## src/rtl/ddr_lane_if.sv

```systemverilog
// Bundles the game-side controls and display-side results of the note-lane engine.
// The master drives tick/spawn/inject/key; the slave (the engine) returns grid/score/combo/pulses.
interface ddr_lane_if #(
  parameter int LANES        = 4,
  parameter int DEPTH        = 8,
  parameter int SCORE_DIGITS = 4
);
  logic                      tick;
  logic                      spawn_en;
  logic [LANES-1:0]          inject;
  logic [LANES-1:0]          key;
  logic [LANES*DEPTH-1:0]    grid;
  logic [SCORE_DIGITS*4-1:0] score;
  logic [7:0]                combo;
  logic                      hit_pulse;
  logic                      miss_pulse;

  modport master (
    output tick, spawn_en, inject, key,
    input  grid, score, combo, hit_pulse, miss_pulse
  );

  modport slave (
    input  tick, spawn_en, inject, key,
    output grid, score, combo, hit_pulse, miss_pulse
  );
endinterface

```

## src/rtl/ddr_lane_engine.sv

```systemverilog
// Note-lane engine: falling-note shift registers, hit-window judging, BCD score and combo.
// Define SCORE_PENALTY_EN to make misses subtract from the score (saturating at zero).
module ddr_lane_engine #(
  parameter int LANES        = 4,
  parameter int DEPTH        = 8,
  parameter int HIT_ROWS     = 2,
  parameter int LFSR_W       = 10,
  parameter int LFSR_SEED    = 1,
  parameter int SCORE_DIGITS = 4
) (
  input logic       clk,
  input logic       reset,
  ddr_lane_if.slave bus
);

  localparam int GW = LANES * DEPTH;
  localparam int SW = SCORE_DIGITS * 4;

  // Maximal-length Fibonacci feedback taps, bit i set means LFSR bit i feeds the XOR
  function automatic logic [31:0] tap_mask(input int w);
    case (w)
      32'd4:   tap_mask = 32'h0000_000C;
      32'd5:   tap_mask = 32'h0000_0014;
      32'd6:   tap_mask = 32'h0000_0030;
      32'd7:   tap_mask = 32'h0000_0060;
      32'd8:   tap_mask = 32'h0000_00B8;
      32'd9:   tap_mask = 32'h0000_0110;
      32'd10:  tap_mask = 32'h0000_0240;
      32'd11:  tap_mask = 32'h0000_0500;
      32'd12:  tap_mask = 32'h0000_0829;
      32'd13:  tap_mask = 32'h0000_100D;
      32'd14:  tap_mask = 32'h0000_2015;
      32'd15:  tap_mask = 32'h0000_6000;
      32'd16:  tap_mask = 32'h0000_D008;
      default: tap_mask = 32'h0001_2000;
    endcase
  endfunction

  localparam logic [31:0]       TAPS_ALL = tap_mask(LFSR_W);
  localparam logic [LFSR_W-1:0] TAPS     = TAPS_ALL[LFSR_W-1:0];

  function automatic logic [4:0] popcnt(input logic [LANES-1:0] v);
    logic [4:0] c;
    c = 5'd0;
    for (int i = 0; i < LANES; i++) c = c + {4'd0, v[i]};
    return c;
  endfunction

  function automatic logic [SW-1:0] bcd_add(input logic [SW-1:0] s, input logic [4:0] amt);
    logic [3:0]    d0, d1, ad;
    logic [4:0]    a;
    logic          c;
    logic [SW-1:0] r;
    d0 = 4'(amt % 5'd10);
    d1 = 4'(amt / 5'd10);
    c  = 1'b0;
    r  = s;
    for (int i = 0; i < SCORE_DIGITS; i++) begin
      ad = (i == 0) ? d0 : ((i == 1) ? d1 : 4'd0);
      a  = {1'b0, s[i*4 +: 4]} + {1'b0, ad} + {4'd0, c};
      if (a > 5'd9) begin
        a = a - 5'd10;
        c = 1'b1;
      end else begin
        c = 1'b0;
      end
      r[i*4 +: 4] = a[3:0];
    end
    if (c || (SCORE_DIGITS < 2 && d1 != 4'd0)) r = {SCORE_DIGITS{4'h9}};
    return r;
  endfunction

`ifdef SCORE_PENALTY_EN
  function automatic logic [SW-1:0] bcd_sub(input logic [SW-1:0] s, input logic [4:0] amt);
    logic [3:0]    d0, d1, sd;
    logic [4:0]    a;
    logic          b;
    logic [SW-1:0] r;
    d0 = 4'(amt % 5'd10);
    d1 = 4'(amt / 5'd10);
    b  = 1'b0;
    r  = s;
    for (int i = 0; i < SCORE_DIGITS; i++) begin
      sd = (i == 0) ? d0 : ((i == 1) ? d1 : 4'd0);
      a  = {1'b0, s[i*4 +: 4]} - {1'b0, sd} - {4'd0, b};
      if (a[4]) begin
        a = a + 5'd10;
        b = 1'b1;
      end else begin
        b = 1'b0;
      end
      r[i*4 +: 4] = a[3:0];
    end
    if (b || (SCORE_DIGITS < 2 && d1 != 4'd0)) r = '0;
    return r;
  endfunction
`endif

  logic [GW-1:0]     grid_r, clr_s, kept_s, grid_next_s;
  logic [SW-1:0]     score_r, score_next_s;
  logic [7:0]        combo_r, combo_next_s;
  logic              hit_r, miss_r;
  logic [LFSR_W-1:0] lfsr_r, lfsr_next_s;
  logic [LANES-1:0]  key_q_r, press_s, hit_s, bad_s, exit_s, spawn_s, row0_s;
  logic [4:0]        h_s, m_s;

  // Judge presses: each press clears the lowest note inside the hit window or is a bad press
  always_comb begin
    press_s = bus.key & ~key_q_r;
    clr_s   = '0;
    hit_s   = '0;
    bad_s   = '0;
    for (int l = 0; l < LANES; l++) begin
      for (int r = DEPTH - 1; r >= DEPTH - HIT_ROWS; r--) begin
        if (press_s[l] && grid_r[l*DEPTH + r] && !hit_s[l]) begin
          clr_s[l*DEPTH + r] = 1'b1;
          hit_s[l]           = 1'b1;
        end else begin
          clr_s[l*DEPTH + r] = 1'b0;
        end
      end
      bad_s[l] = press_s[l] & ~hit_s[l];
    end
  end

  // Advance lanes on tick; the cleared grid is shifted so a hit note never counts as a miss
  always_comb begin
    logic [DEPTH-1:0] lane_v;
    lane_v      = '0;
    kept_s      = grid_r & ~clr_s;
    lfsr_next_s = {lfsr_r[LFSR_W-2:0], ^(lfsr_r & TAPS)};
    grid_next_s = kept_s;
    for (int l = 0; l < LANES; l++) begin
      spawn_s[l] = bus.spawn_en && lfsr_r[LFSR_W-1] &&
                   ((32'(lfsr_r[LFSR_W-2:0]) % LANES) == l);
      row0_s[l]  = bus.inject[l] | spawn_s[l];
      exit_s[l]  = bus.tick & kept_s[l*DEPTH + DEPTH - 1];
      lane_v     = kept_s[l*DEPTH +: DEPTH];
      if (bus.tick) begin
        grid_next_s[l*DEPTH +: DEPTH] = (lane_v << 1) | DEPTH'(row0_s[l]);
      end else begin
        grid_next_s[l*DEPTH +: DEPTH] = lane_v;
      end
    end
  end

  // Per-cycle hit/miss totals drive score and combo
  always_comb begin
    logic [8:0] sum;
    h_s = popcnt(hit_s);
    m_s = popcnt(bad_s) + popcnt(exit_s);
    sum = {1'b0, combo_r} + {4'd0, h_s};
`ifdef SCORE_PENALTY_EN
    if (h_s >= m_s) begin
      score_next_s = bcd_add(score_r, h_s - m_s);
    end else begin
      score_next_s = bcd_sub(score_r, m_s - h_s);
    end
`else
    score_next_s = bcd_add(score_r, h_s);
`endif
    if (m_s != 5'd0) begin
      combo_next_s = 8'd0;
    end else if (sum > 9'd255) begin
      combo_next_s = 8'd255;
    end else begin
      combo_next_s = sum[7:0];
    end
  end

  // State registers; reset wins over tick and key
  always_ff @(posedge clk) begin
    if (!reset) begin
      grid_r  <= '0;
      score_r <= '0;
      combo_r <= 8'd0;
      hit_r   <= 1'b0;
      miss_r  <= 1'b0;
      lfsr_r  <= LFSR_W'(LFSR_SEED);
      key_q_r <= '0;
    end else begin
      grid_r  <= grid_next_s;
      score_r <= score_next_s;
      combo_r <= combo_next_s;
      hit_r   <= (h_s != 5'd0);
      miss_r  <= (m_s != 5'd0);
      key_q_r <= bus.key;
      if (bus.tick) begin
        lfsr_r <= lfsr_next_s;
      end else begin
        lfsr_r <= lfsr_r;
      end
    end
  end

  assign bus.grid       = grid_r;
  assign bus.score      = score_r;
  assign bus.combo      = combo_r;
  assign bus.hit_pulse  = hit_r;
  assign bus.miss_pulse = miss_r;

endmodule

```

## src/flat_wrapper.sv

```systemverilog
// flat-port wrapper written by rule: the top's interface ports become plain ports
module ddr_lane_engine_flat 
#(
  parameter int LANES        = 4,
  parameter int DEPTH        = 8,
  parameter int HIT_ROWS     = 2,
  parameter int LFSR_W       = 10,
  parameter int LFSR_SEED    = 1,
  parameter int SCORE_DIGITS = 4
)
  (clk, reset, bus_tick, bus_spawn_en, bus_inject, bus_key, bus_grid, bus_score, bus_combo, bus_hit_pulse, bus_miss_pulse);
  ddr_lane_if #(.LANES(LANES), .DEPTH(DEPTH), .SCORE_DIGITS(SCORE_DIGITS)) bus_i ();
  input logic clk;
  input logic reset;
  input wire logic [$bits(bus_i.tick)-1:0] bus_tick;
  input wire logic [$bits(bus_i.spawn_en)-1:0] bus_spawn_en;
  input wire logic [$bits(bus_i.inject)-1:0] bus_inject;
  input wire logic [$bits(bus_i.key)-1:0] bus_key;
  output wire logic [$bits(bus_i.grid)-1:0] bus_grid;
  output wire logic [$bits(bus_i.score)-1:0] bus_score;
  output wire logic [$bits(bus_i.combo)-1:0] bus_combo;
  output wire logic [$bits(bus_i.hit_pulse)-1:0] bus_hit_pulse;
  output wire logic [$bits(bus_i.miss_pulse)-1:0] bus_miss_pulse;
  assign bus_i.tick = bus_tick;
  assign bus_i.spawn_en = bus_spawn_en;
  assign bus_i.inject = bus_inject;
  assign bus_i.key = bus_key;
  assign bus_grid = bus_i.grid;
  assign bus_score = bus_i.score;
  assign bus_combo = bus_i.combo;
  assign bus_hit_pulse = bus_i.hit_pulse;
  assign bus_miss_pulse = bus_i.miss_pulse;
  ddr_lane_engine #(.LANES(LANES), .DEPTH(DEPTH), .HIT_ROWS(HIT_ROWS), .LFSR_W(LFSR_W), .LFSR_SEED(LFSR_SEED), .SCORE_DIGITS(SCORE_DIGITS)) u_core (.clk(clk), .reset(reset), .bus(bus_i));
endmodule
```

## config.mk

```make
export PLATFORM = sky130hd
export DESIGN_NAME = ddr_lane_engine_flat
export DESIGN_NICKNAME = d
export VERILOG_FILES = /design/src/rtl/ddr_lane_if.sv /design/src/rtl/ddr_lane_engine.sv /design/src/flat_wrapper.sv
export SDC_FILE = /design/constraint.sdc
export NUM_CORES = 1
export LEC_CHECK = 0
export ABC_CLOCK_PERIOD_IN_PS = 12700
export CELL_PAD_IN_SITES_DETAIL_PLACEMENT = 1
export CELL_PAD_IN_SITES_GLOBAL_PLACEMENT = 1
export CORE_MARGIN = 2
export CORE_UTILIZATION = 39
export CTS_CLUSTER_SIZE = 14
export DETAILED_ROUTE_END_ITERATION = 7
export GPL_TIMING_DRIVEN = 0
export PLACE_DENSITY_LB_ADDON = 0.1
export SYNTH_ARGS = -nofsm -noshare
export SYNTH_HDL_FRONTEND = slang
export SYNTH_SLANG_ARGS = --single-unit
export TNS_END_PERCENT = 50
```

## constraint.sdc

```tcl
create_clock -name clk -period 12.7 [get_ports clk]
set_input_delay 3.175 -clock clk [delete_from_list [all_inputs] [get_ports clk]]
set_output_delay 3.175 -clock clk [all_outputs]
set_load 0.05 [all_outputs]
```

==> metrics.txt, run 1 <==
Final Instance Area=4695 um2; Post-synth ARST share=0%; CTS Hold Bufs=0; syn nets=450; crit path launch type=primary input; Die Area=10190 um2; cell internal pwr=0.3556 mW; ys flop type=dfxtp_1; Logic pwr share=8.4%; Clock power frac=43.0%; Post-synth EDFFs=0; final WL=9.011 mm; core area=9196 um2; Max Fclk=0.08690 GHz; Die X=100.9 um; Clk Latency, worst-skew pair=0.34 ns; Setup Skew=0.01032 ns; sequential share of power=48.6%; Hold WS=0.5060 ns; post-CTS sizing=0; Yosys top cell area share=39.33%; total CTS buffers=9; Tot Pwr=0.4774 mW; Crit-path slowest cell=o31ai_1; CTS Buffer Depth=2; initial antenna violation count=0; Final Util=51.05%; Final Hold Fails=0; Worst Hold Class=flop to flop; setup slack after layout=1.192 ns; # diodes=0; crit path launch=bus_key[0]; dpl cells=582; final slew viol count=0; PD cells=101.7 nW/um2; met3 usage=4.854%; CTS tree=done; Mapped Area=3665 um2; Required @ worst endpoint=12.97 ns; Port Buffers=67; via count=3095; Hold Startpoint=u_core.lfsr_r[7]; Starting Density=39.85%; post-CTS setup buffers=0; Avg Cell Area, Syn=9.071 um2; final worst path period need=11.51 ns; Initial DRC Count=73; fin cells=598; clock slew at reported path FFs=0.08 ns; met2 usage=33.18%; DRC viols=0; clk sinks=72; RR Startpoint=u_core.key_q_r[0]; nets=528; Syn-to-layout area delta=28.10%; setup TNS=0 ns; top cells by area, synth=dfxtp_1 39%, ha_1 9.2%, mux2i_1 8.7%; crit path capture type=flop; number of max-cap violations=0; Setup Crit Path Kind=primary input to flop; Chip Height=100.9 um; GR Overflow Total=0; # IOs=70; cell with the most instances after synthesis=dfxtp_1; vias in the first global route=3214; Crit path top cell by count=ha_1; status=finished, final reports clean; Tightest Pin Transition=0.7412 ns; Placed Area=4474 um2; sequential share of the synthesized area=39.33%; CP arrival=11.78 ns; Max VDD drop=0.00006259 V; final setup fails=0; htree depth=3; met1 Track Usage GR=22.63%; pre-CTS WS=0.7651 ns; row count=35; GRT Util Overall=18.61%; global-route wire length before repair=15.12 mm; Net Sw Power=0.1218 mW; Root Driver=clkbuf_8; RSZ-0062 raised after global routing=no; max incr delay on CP=0.54 ns; cell taking the most area after synthesis=dfxtp_1; HPWL Detailed=6.834 mm; routed len/inst=15.07 um; Yosys cell types=51; Final Wtd Congestion=0.7575; antenna-violating nets left=0; Yosys reg bits=72; synthesized instance count=404; Tcrit/Tclk final=90.61%; Synth Warn #=0; share of layout cells above drive strength 1=5.749%; LEAKAGE=1.929 nW; worst-path fanout max=8; top post-synthesis cells by count=72 x dfxtp_1, 69 x nor2_1, 32 x mux2i_1, 27 x ha_1, 25 x a21oi_1; vias per cell=5.176; Max-slew headroom=50.59%; switching share of power=25.52%; pin count of the biggest net entering global routing=14; GRT busiest layer=met2; total iterations of the first detailed-routing run=4
==> registers in the layout, summed over array words and instances (netlist names) <==
signal,count
u_core.bus.miss_pulse,1
u_core.bus.combo,8
u_core.lfsr_r,10
u_core.bus.hit_pulse,1
u_core.key_q_r,4
u_core.bus.score,16
u_core.bus.grid,32
==> final cells by class <==
type	count	area (um2)
Tap cell	111	138.9
Multi-Input combinational cell	295	2076
Sequential cell	72	1441
Inverter	22	82.58
Buffer	15	65.06
Clock inverter	6	92.59
Timing Repair Buffer	67	670.6
Fill cell	1083	4502
Clock buffer	10	127.6
==> critical path: cells and delay by family <==
kind / cells / cell delay [ns]
compound gates: 11 / 2.69
xor+xnor: 4 / 1.05
fa+ha+maj: 14 / 3.72
buf+inv: 4 / 0.65
simple gates: 4 / 0.49
==> per-layer routing <==
layer | part of all wire, % | wire length, um | vias to the layer above
li1 | - | - | 1547
met1 | 47 | 4219 | 1493
met4 | 0.71 | 64 | 0
met3 | 4.1 | 371 | 5
met2 | 48 | 4357 | 50
met5 | 0 | 0 | -
==> cell families (layout without fill, tap and decap cells) <==
group	Yosys count	count (layout)	share of synthesized area [%]
buffers and inverters	37	120	4.029
and+or+nand+nor	142	142	18.61
muxes	33	33	9.048
adders and majority gates	34	34	13.04
DFF	72	72	39.33
AOI/OAI and AO/OA	70	70	11.71
xor gates and xnor gates	16	16	4.234
==> power groups by stage <==
stage               sequential [mW]  combinational (mW)  clock (mW)
floorplan                     0.245              0.0181           0
global placement              0.237              0.0399           0
detailed placement            0.237              0.0406           0
CTS                           0.232              0.0409       0.210
global route                  0.233              0.0439       0.219
finish                        0.232              0.0402       0.205
==> cells in the final DEF (no fill, tap or decap), drive strengths merged, types with 9 or more instances in the layout <==
master	n
and3	9
nand2	13
clkdlybuf4s50	67
inv	23
nand3	11
clkbuf	21
mux2i	32
nor3	9
a21oi	25
xnor2	12
dfxtp	72
o21ai	17
ha	27
nor2	69
==> path summary, 6_finish.rpt <==
kind	cells past startpoint	slack [ns]	to
setup / recovery	37	1.19	u_core.bus.score[11]
hold / removal	2	0.51	u_core.lfsr_r[7]
setup reg to reg	36	4.11	u_core.bus.score[11]
hold reg to reg	2	0.51	u_core.lfsr_r[7]
(Power assumes the default switching activity.)
==> run 2, diff against run 1 <==
CORE_ASPECT_RATIO = 2   (was default)
SETUP_SLACK_MARGIN = 0.4   (was default)
==> run 2 against run 1 <==
  * Critical path depth stayed put
  * Maximum frequency is 0.28% lower
  * Clock power rose by 39%
  * Clock skew decreased by 0.0028 ns
  * Final area up 2.3%
  * Hold slack better by 0.0053 ns
  * Sequential share of layout area down 0.70 points
  * Core utilization rose by 0.83 points
  * Critical path type unchanged
  * Critical endpoint unchanged
  * Largest power group is now clock
==> metrics.txt, run 2 (synthesis results as in run 1) <==
clk sinks=72 (unchanged); hold depth=2 (unchanged); register area=1441 um2 (unchanged); R2R Setup Slk=4.14 ns (was 4.11 ns); nets=528 (unchanged); crit path launch type=primary input (unchanged); RSZ-0062 raised after global routing=no (unchanged); commonest cells after routing, fill and taps aside=72 x dfxtp_1, 69 x nor2_1, 67 x clkdlybuf4s50_1 (unchanged); DRC viols=0 (unchanged); htree depth=3 (unchanged); worst-path fanout max=8 (unchanged); LEAKAGE=1.991 nW (was 1.929 nW); PD cells=116.3 nW/um2 (was 101.7 nW/um2); Tot Pwr=0.5586 mW (was 0.4774 mW); setup TNS=0 ns (unchanged); row count=50 (was 35); Root Driver=clkbuf_16 (was clkbuf_8); Starting Density=39.58% (was 39.85%); R2R Path End=u_core.bus.score[11] (unchanged); Max-slew headroom=46.94% (was 50.59%); Die X=72.55 um (was 100.9 um); max reg flops=32 (unchanged); CTS Hold Bufs=0 (unchanged); Chip Height=141.1 um (was 100.9 um); HPWL Detailed=7.427 mm (was 6.834 mm); routed len/inst=16.37 um (was 15.07 um); CP arrival=11.80 ns (was 11.78 ns); Syn-to-layout area delta=31.07% (was 28.10%); multi-input logic area=2079 um2 (was 2076 um2); fillers=1109 (was 1083); total CTS buffers=9 (unchanged); crit path launch=bus_key[0] (unchanged); Crit path top cell by count=ha_1 (unchanged); total iterations of the first detailed-routing run=4 (unchanged); Crit-path slowest cell=o31ai_1 (unchanged); leading cell type in the layout, fill and taps excluded=dfxtp_1 (unchanged); Max Fclk=0.08666 GHz (was 0.08690 GHz); CTS Buffer Depth=2 (unchanged); Worst Hold Class=flop to flop (unchanged); Final Wtd Congestion=0.8133 (was 0.7575); status=finished, final reports clean (unchanged); Setup Crit Path Kind=primary input to flop (unchanged); Max VDD drop=0.00007963 V (was 0.00006259 V); via count=3135 (was 3095); Die Area=10240 um2 (was 10190 um2); final slew viol count=0 (unchanged); pin count of the biggest net entering global routing=13 (was 14); core area=9259 um2 (was 9196 um2); antenna-violating nets left=0 (unchanged); Initial DRC Count=46 (was 73); global-route wire length before repair=15.74 mm (was 15.12 mm); Clk Latency, worst-skew pair=0.34 ns (about the same); vias in the first global route=3261 (was 3214); RR Startpoint=u_core.key_q_r[1] (was u_core.key_q_r[0]); # diodes=0 (unchanged); FF-to-FF path depth=36 (unchanged); GR Overflow Total=0 (unchanged); Tightest Pin Transition=0.7959 ns (was 0.7412 ns); Hold Startpoint=u_core.lfsr_r[5] (was u_core.lfsr_r[7]); clock slew at reported path FFs=0.06 ns (was 0.08 ns); Hold WS=0.5113 ns (was 0.5060 ns); Final Hold Fails=0 (unchanged); CTS tree=done (unchanged); Port Buffers=67 (unchanged); Hold EP=u_core.lfsr_r[6] (was u_core.lfsr_r[7]); crit path capture type=flop (unchanged); number of max-cap violations=0 (unchanged); Required @ worst endpoint=12.96 ns (was 12.97 ns); vias per cell=5.314 (was 5.176); initial antenna violation count=0 (unchanged); final worst path period need=11.54 ns (was 11.51 ns); share of layout cells above drive strength 1=5.967% (was 5.749%); final WL=9.661 mm (was 9.011 mm); Tcrit/Tclk final=90.86% (was 90.61%); GRT Util Overall=20.00% (was 18.61%); max incr delay on CP=0.61 ns (was 0.54 ns); Setup Skew=0.007511 ns (was 0.01032 ns); # IOs=70 (unchanged); final setup fails=0 (unchanged)
run 2: through the flow:
stage               area (um2)  setup WS [ns]  utilization (%)  std cells
floorplan                 3665          2.396                -        404
global placement          4466         0.7545            48.23        575
detailed placement        4466         0.6084            48.23        575
CTS                       4800         0.8788            51.84        590
global route              4803         0.5552            51.88        590
finish                    4803          1.160            51.88        590
run 2: what timing repair did:
| action | 4_1_cts | 5_1_grt |
|---|---|---|
| endpoints found under the setup margin | 0 | 3 |
| setup buffers | 0 | 0 |
| resized for setup | 0 | 1 |
run 2: worst max path at each step:
stage                           end  slack, ns  cells past startpoint
2_1_floorplan  u_core.bus.score[11]       2.40                     36
3_3_place_gp   u_core.bus.score[11]       0.75                     36
3_5_place_dp   u_core.bus.score[11]       0.61                     37
4_1_cts        u_core.bus.score[11]       0.88                     37
5_1_grt        u_core.bus.score[11]       0.56                     36
6_report       u_core.bus.score[11]       1.16                     37
run 2: final cells by class:
class,count,area share (%)
Clock inverter,6,2.266
Clock buffer,9,4.689
Buffer,15,1.355
Inverter,22,1.719
Multi-Input combinational cell,295,43.29
Sequential cell,72,30.01
Timing Repair Buffer,67,13.96
Tap cell,104,2.709
run 2: layer usage:
metal	wire length (um)	global-route usage [%]
met4	229	8.674
met1	3517	20.30
met3	396	5.147
met2	5518	36.99
met5	0	0
run 2: critical path, delay by kind of cell:
family	cells	cell delay (ns)
AO/OA/AOI/OAI	11	2.69
buffers and inverters	4	0.72
AND/OR/NAND/NOR	4	0.49
adder cells (fa/ha/maj)	14	3.74
XOR/XNOR	4	0.99
run 2: where the power goes:
| part | internal [mW] | switching [mW] |
|---|---|---|
| clock | 0.190 | 0.0950 |
| sequential | 0.230 | 0.00261 |
| combinational | 0.0145 | 0.0265 |
